$ cat src/rtl/alu_control_fsm.sv
// -----------------------------------------------------------------------------
// alu_control_fsm
//
// Multi-cycle MIPS-style control unit. A Moore FSM steps each instruction
// through FETCH / DECODE and the instruction-specific execute, memory and
// write-back states, and drives the datapath select and strobe lines.
//
// The datapath controls are registered: on every edge the FSM loads the
// control word belonging to the state it is entering, so the outputs are a
// pure function of the current state. Two outputs deliberately bypass the
// register:
//   - alu_cnt in EXEC follows funct combinationally (R-type operation select)
//   - pc_en in BRANCH follows zero combinationally (taken/not-taken)
//
// Ports
//   clk        in   system clock, rising edge
//   rst        in   synchronous active-high reset
//   opcode     in   [5:0] instruction bits [31:26]
//   funct      in   [5:0] instruction bits [5:0]
//   zero       in   ALU zero flag
//   pc_en      out  PC load enable
//   i_or_d     out  memory address select (0 = PC, 1 = ALUOut)
//   mem_write  out  data memory write strobe
//   ir_write   out  instruction register load
//   reg_dst    out  write register select (0 = rt, 1 = rd)
//   mem_to_reg out  write-back select (0 = ALUOut, 1 = MDR)
//   reg_write  out  register file write enable
//   alu_src_a  out  ALU A select (0 = PC, 1 = reg A)
//   alu_src_b  out  [1:0] ALU B select (B, 4, imm, imm<<2)
//   alu_cnt    out  [3:0] ALU operation (0 add .. 7 slt)
//   pc_source  out  [1:0] PC source (ALU, ALUOut, jump target)
//   state      out  [3:0] current state, for debug
//   illegal    out  sticky unsupported-opcode/funct flag
// -----------------------------------------------------------------------------
module alu_control_fsm (
  input  logic       clk,
  input  logic       rst,
  input  logic [5:0] opcode,
  input  logic [5:0] funct,
  input  logic       zero,
  output logic       pc_en,
  output logic       i_or_d,
  output logic       mem_write,
  output logic       ir_write,
  output logic       reg_dst,
  output logic       mem_to_reg,
  output logic       reg_write,
  output logic       alu_src_a,
  output logic [1:0] alu_src_b,
  output logic [3:0] alu_cnt,
  output logic [1:0] pc_source,
  output logic [3:0] state,
  output logic       illegal
);

  localparam logic [5:0] OP_RTYPE = 6'h00;
  localparam logic [5:0] OP_J     = 6'h02;
  localparam logic [5:0] OP_BEQ   = 6'h04;
  localparam logic [5:0] OP_ADDI  = 6'h08;
  localparam logic [5:0] OP_LW    = 6'h23;
  localparam logic [5:0] OP_SW    = 6'h2B;

  localparam logic [5:0] FN_ADD = 6'h20;
  localparam logic [5:0] FN_SUB = 6'h22;
  localparam logic [5:0] FN_NOR = 6'h27;
  localparam logic [5:0] FN_SLL = 6'h00;
  localparam logic [5:0] FN_SRL = 6'h02;
  localparam logic [5:0] FN_AND = 6'h24;
  localparam logic [5:0] FN_OR  = 6'h25;
  localparam logic [5:0] FN_SLT = 6'h2A;

  localparam logic [3:0] ALU_ADD = 4'd0;
  localparam logic [3:0] ALU_SUB = 4'd1;
  localparam logic [3:0] ALU_NOT = 4'd2;
  localparam logic [3:0] ALU_SLL = 4'd3;
  localparam logic [3:0] ALU_SRL = 4'd4;
  localparam logic [3:0] ALU_AND = 4'd5;
  localparam logic [3:0] ALU_OR  = 4'd6;
  localparam logic [3:0] ALU_SLT = 4'd7;

  typedef enum logic [3:0] {
    S_FETCH  = 4'd0,
    S_DECODE = 4'd1,
    S_MEMADR = 4'd2,
    S_MEMRD  = 4'd3,
    S_MEMWB  = 4'd4,
    S_MEMWR  = 4'd5,
    S_EXEC   = 4'd6,
    S_RWB    = 4'd7,
    S_BRANCH = 4'd8,
    S_JUMP   = 4'd9,
    S_ADDIEX = 4'd10,
    S_ADDIWB = 4'd11
  } state_e;

  typedef struct packed {
    logic       pc_en;
    logic       i_or_d;
    logic       mem_write;
    logic       ir_write;
    logic       reg_dst;
    logic       mem_to_reg;
    logic       reg_write;
    logic       alu_src_a;
    logic [1:0] alu_src_b;
    logic [3:0] alu_cnt;
    logic [1:0] pc_source;
  } ctrl_t;

  // Control word for each state; anything not set stays 0.
  function automatic ctrl_t moore_ctrl(input state_e s);
    ctrl_t c;
    c = '0;
    case (s)
      S_FETCH: begin
        c.ir_write  = 1'b1;
        c.alu_src_b = 2'b01;
        c.alu_cnt   = ALU_ADD;
        c.pc_source = 2'b00;
        c.pc_en     = 1'b1;
      end
      S_DECODE: begin
        c.alu_src_b = 2'b11;
        c.alu_cnt   = ALU_ADD;
      end
      S_MEMADR, S_ADDIEX: begin
        c.alu_src_a = 1'b1;
        c.alu_src_b = 2'b10;
        c.alu_cnt   = ALU_ADD;
      end
      S_MEMRD: c.i_or_d = 1'b1;
      S_MEMWB: begin
        c.reg_write  = 1'b1;
        c.mem_to_reg = 1'b1;
      end
      S_MEMWR: begin
        c.i_or_d    = 1'b1;
        c.mem_write = 1'b1;
      end
      S_EXEC: c.alu_src_a = 1'b1;
      S_RWB: begin
        c.reg_write = 1'b1;
        c.reg_dst   = 1'b1;
      end
      // pc_en here is replaced by zero at the output.
      S_BRANCH: begin
        c.alu_src_a = 1'b1;
        c.alu_cnt   = ALU_SUB;
        c.pc_source = 2'b01;
      end
      S_JUMP: begin
        c.pc_source = 2'b10;
        c.pc_en     = 1'b1;
      end
      S_ADDIWB: c.reg_write = 1'b1;
      default: c = '0;
    endcase
    return c;
  endfunction

  function automatic logic funct_legal(input logic [5:0] f);
    case (f)
      FN_ADD, FN_SUB, FN_NOR, FN_SLL,
      FN_SRL, FN_AND, FN_OR,  FN_SLT: return 1'b1;
      default:                        return 1'b0;
    endcase
  endfunction

  // Unsupported funct maps to add so alu_cnt never leaves 0..7.
  function automatic logic [3:0] funct_to_alu(input logic [5:0] f);
    case (f)
      FN_ADD:  return ALU_ADD;
      FN_SUB:  return ALU_SUB;
      FN_NOR:  return ALU_NOT;
      FN_SLL:  return ALU_SLL;
      FN_SRL:  return ALU_SRL;
      FN_AND:  return ALU_AND;
      FN_OR:   return ALU_OR;
      FN_SLT:  return ALU_SLT;
      default: return ALU_ADD;
    endcase
  endfunction

  state_e state_q;
  state_e state_d;
  ctrl_t  ctrl_q;
  logic   illegal_q;
  logic   illegal_set;

  always_comb begin
    state_d     = S_FETCH;
    illegal_set = 1'b0;
    case (state_q)
      S_FETCH: state_d = S_DECODE;
      S_DECODE: begin
        case (opcode)
          OP_LW, OP_SW: state_d = S_MEMADR;
          OP_RTYPE:     state_d = S_EXEC;
          OP_BEQ:       state_d = S_BRANCH;
          OP_J:         state_d = S_JUMP;
          OP_ADDI:      state_d = S_ADDIEX;
          default: begin
            state_d     = S_FETCH;
            illegal_set = 1'b1;
          end
        endcase
      end
      // Opcode is held by the IR; anything else here falls back to FETCH.
      S_MEMADR: begin
        if (opcode == OP_LW)      state_d = S_MEMRD;
        else if (opcode == OP_SW) state_d = S_MEMWR;
        else                      state_d = S_FETCH;
      end
      S_MEMRD: state_d = S_MEMWB;
      S_EXEC: begin
        if (funct_legal(funct)) begin
          state_d = S_RWB;
        end else begin
          state_d     = S_FETCH;
          illegal_set = 1'b1;
        end
      end
      S_ADDIEX: state_d = S_ADDIWB;
      // MEMWB, MEMWR, RWB, BRANCH, JUMP, ADDIWB and unused codes 12-15.
      default: state_d = S_FETCH;
    endcase
  end

  // Control word is loaded for the state being entered, so it lines up
  // with state_q in the following cycle.
  always_ff @(posedge clk) begin
    if (rst) begin
      state_q   <= S_FETCH;
      ctrl_q    <= moore_ctrl(S_FETCH);
      illegal_q <= 1'b0;
    end else begin
      state_q <= state_d;
      ctrl_q  <= moore_ctrl(state_d);
      if (illegal_set) illegal_q <= 1'b1;
    end
  end

  assign pc_en      = (state_q == S_BRANCH) ? zero : ctrl_q.pc_en;
  assign alu_cnt    = (state_q == S_EXEC) ? funct_to_alu(funct) : ctrl_q.alu_cnt;
  assign i_or_d     = ctrl_q.i_or_d;
  assign mem_write  = ctrl_q.mem_write;
  assign ir_write   = ctrl_q.ir_write;
  assign reg_dst    = ctrl_q.reg_dst;
  assign mem_to_reg = ctrl_q.mem_to_reg;
  assign reg_write  = ctrl_q.reg_write;
  assign alu_src_a  = ctrl_q.alu_src_a;
  assign alu_src_b  = ctrl_q.alu_src_b;
  assign pc_source  = ctrl_q.pc_source;
  assign state      = state_q;
  assign illegal    = illegal_q;

endmodule
$ cat config.mk
export PLATFORM = sky130hd
export DESIGN_NAME = alu_control_fsm
export DESIGN_NICKNAME = d
export VERILOG_FILES = /design/src/rtl/alu_control_fsm.sv
export SDC_FILE = /design/constraint.sdc
export NUM_CORES = 1
export LEC_CHECK = 0
export ABC_CLOCK_PERIOD_IN_PS = 4880
export BUFFER_PORTS_ARGS = -buffer_cell sky130_fd_sc_hd__buf_2
export CAP_MARGIN = 5
export CORE_MARGIN = 2
export CORE_UTILIZATION = 52
export CTS_CLUSTER_SIZE = 30
export DETAILED_ROUTE_END_ITERATION = 16
export MAX_ROUTING_LAYER = met4
export PLACE_DENSITY_LB_ADDON = 0.08
export RECOVER_POWER = 25
export SLEW_MARGIN = 20
export SYNTH_ARGS = -nofsm -noshare
export SYNTH_HDL_FRONTEND = slang
export SYNTH_SLANG_ARGS = --single-unit
export TNS_END_PERCENT = 5
$ cat constraint.sdc
create_clock -name clk -period 4.88 [get_ports clk]
set_clock_uncertainty 0.15 [all_clocks]
set_input_delay 0.732 -clock clk [delete_from_list [all_inputs] [get_ports clk]]
set_output_delay 0.732 -clock clk [all_outputs]
set_load 0.005 [all_outputs]
==> metrics.cfg <==
[global_routing]
use_met2_pct = 31.4
grt_use_met1_pct = 25.7
grt_max_degree = 18
antenna_found_initial = 0
grt_usage_pct = 20.1
first_global_vias = 710
gr-usage-met3_pct = 6.79
overflow = 0
busiest_layer = met2
grt_first_pass_wirelength_um = 3060

[finish]
area_growth_pct = 15.5
fin_nets = 159
largest_reg_flops = 4
n_antenna_cell = 0
stdcell_count = 168
drive_above_1_share_pct = 28.7
final_area_sq_um = 1140
final.fill_count = 191

[pwr]
cellPowerDensity_nw_per_um2 = 227
seqPwrFrac_pct = 56.0
p_sw_share_pct = 25.4
pwr-share-clk_pct = 27.5
p_sw_mw = 0.0660
irDropWorstVdd_v = 0.000215
cellLeakagePower_nw = 0.443
pwr-share-comb_pct = 16.4
p_int_mw = 0.194

[cts]
cts_setup_buffers = 0
cts_sinks = 17
cts_resized = 0
cts_hold_buf = 0
clockBufferDepth = 2
clk_pin_slew_ns = 0.08
cts_root_buf = clkbuf_4
numCtsBuffers = 3
htree_levels = 1
cts_tree = built
insertion_delay_ns = 0.28

[critical_path]
critPathMaxFanout = 6
crit_family = simple AND/OR/NAND/NOR gates
worstSetupStartpointType = input pin
setup.worst_path.end_class = primary output
cp.required_ns = 4.00
worst_path_largest_cell_delay_ns = 0.39
critical_path_class = in -> out
cp_data_arrival_time_ns = 1.82
slowest_stage = or3_1
crit_buf_inv = 2
cp_common_cell = buf_2
crit_chain = buf_2 -> or3_1 -> a21oi_1 -> nor2_1 -> o41ai_1 -> buf_2
rrSetupSlack_ns = 2.76

[die]
floorplan.initialDensity_pct = 56.2
fp.dieH_um = 47.7
die_w_um = 47.7
dieArea_sq_um = 2270
ios = 36
rows = 15
core-area_sq_um = 1760

[place]
dp.cells = 164
dp_hpwl_um = 1540
place_congestion = 0.832
place_area_sq_um = 1130
io_buffers = 34

[synthesis]
synth.distinct_cells = 51
synth-edff-count = 0
synth-simple-area-share_pct = 34.6
synth_area_sq_um = 991
synth_compound_area_share_pct = 20.1
ys_seq_area_share_pct = 34.3
synthMuxAreaShare_pct = 1.14
yosys_warnings = 0
syn_area_per_cell_sq_um = 8.54
synthXorXnorAreaFrac_pct = 1.77
synth_top_family_by_area = simple AND/OR/NAND/NOR gates
syn_inst = 116
synth_fp_nets = 131
async_flop_share_pct = 0
synth_flop_cell = dfxtp_1
ys_ff_latch = 17
synthAdderAreaFrac_pct = 0

[routing]
wl_per_cell_um = 11.8
wirelength_um = 1980
first_pass_iters = 4
vias = 914
avgViaCountPerCell = 5.44
drtIter0Drc = 10
ant_nets = 0
drcViolationCount = 0

[timing]
finalMaxSlewViolations = 0
rsz0062_at_grt = false
tns_ns = 0
hold_viol_final = 0
setup_viol = 0
holdWs_ns = 0.295
fin_crit_sh_pct = 55.3
fin_crit_ns = 2.70
fmax_ghz = 0.371

[flow_run]
cap_violations = 0

[hold_path]
holdCritPathClass = reg -> reg

[run_status]
status = finished, final reports clean

## tightest hold or removal path, stage by stage (launching register included)
cell,delay [ns]
dfxtp_1,0.31
inv_1,0.04
a21oi_1,0.05
## layout make-up
cell class	instances	area (sq um)	share of cell area (%)
Inverter	3	11.3	0.984
Clock buffer	4	26.3	2.30
Multi-Input combinational cell	85	574	50.2
Sequential cell	17	340	29.7
Tap cell	25	31.3	2.73
Timing Repair Buffer	34	161	14.1
## power by group through the flow
stage | clock, mW | combinational (mW) | sequential (mW)
floorplan | 0 | 0.0279 | 0.149
global placement | 0 | 0.0419 | 0.149
detailed placement | 0 | 0.0430 | 0.149
CTS | 0.0747 | 0.0432 | 0.146
global route | 0.0811 | 0.0477 | 0.146
finish | 0.0715 | 0.0427 | 0.146
## worst paths after layout
check | start | endpoint | cells past startpoint
worst max register to register | state[1] | ctrl_q[15] | 6
worst min register to register | illegal | illegal | 2
worst max-delay path | funct[3] | alu_cnt[0] | 6
worst min-delay path | illegal | illegal | 2
## cell usage after synthesis (3+ instances only)
cell | number | share of area [%]
a21oi_1 | 3 | 1.5
and2_1 | 3 | 1.9
buf_2 | 4 | 2.0
buf_4 | 5 | 3.8
dfxtp_1 | 17 | 34
inv_1 | 3 | 1.1
nand2_1 | 5 | 1.9
nand3_1 | 3 | 1.5
nor2_1 | 12 | 4.5
nor3_1 | 7 | 3.5
nor3b_1 | 3 | 2.3
nor4_1 | 3 | 1.9
## cells in the final DEF, fill, tap and decap left out, types with 3 or more instances in the layout
cell type / netlist / final
nor4_1: 3 / 3
a21oi_1: 3 / 3
nor2_1: 12 / 12
inv_1: 3 / 3
dfxtp_1: 17 / 17
clkbuf_4: 0 / 3
nor3b_1: 3 / 3
and2_1: 3 / 3
buf_2: 4 / 27
nor3_1: 7 / 7
clkbuf_1: 1 / 8
nand2_1: 5 / 5
nand3_1: 3 / 3
## cells by family (layout without fill, tap and decap cells)
group | count (synthesis) | in the layout
buffers and inverters | 14 | 41
xor gates and xnor gates | 2 | 2
and+or+nand+nor | 56 | 56
AOI/OAI and AO/OA | 25 | 25
muxes | 1 | 1
other | 1 | 1
DFF | 17 | 17
## metal layers
| layer | vias to the layer above | share of wire [%] |
|---|---|---|
| met3 | 4 | 6.8 |
| met2 | 30 | 46 |
| met5 | - | 0 |
| li1 | 470 | - |
| met1 | 410 | 47 |
| met4 | 0 | 0.76 |
## through the flow
step	worst slack, ns	power, mW	util (%)
2_1_floorplan	2.44	0.177	-
3_3_place_gp	2.19	0.191	63.9
3_5_place_dp	2.18	0.192	63.9
4_1_cts	2.18	0.263	65.4
5_1_grt	2.09	0.275	64.9
6_report	2.18	0.260	64.9
(Power assumes the default switching activity.)
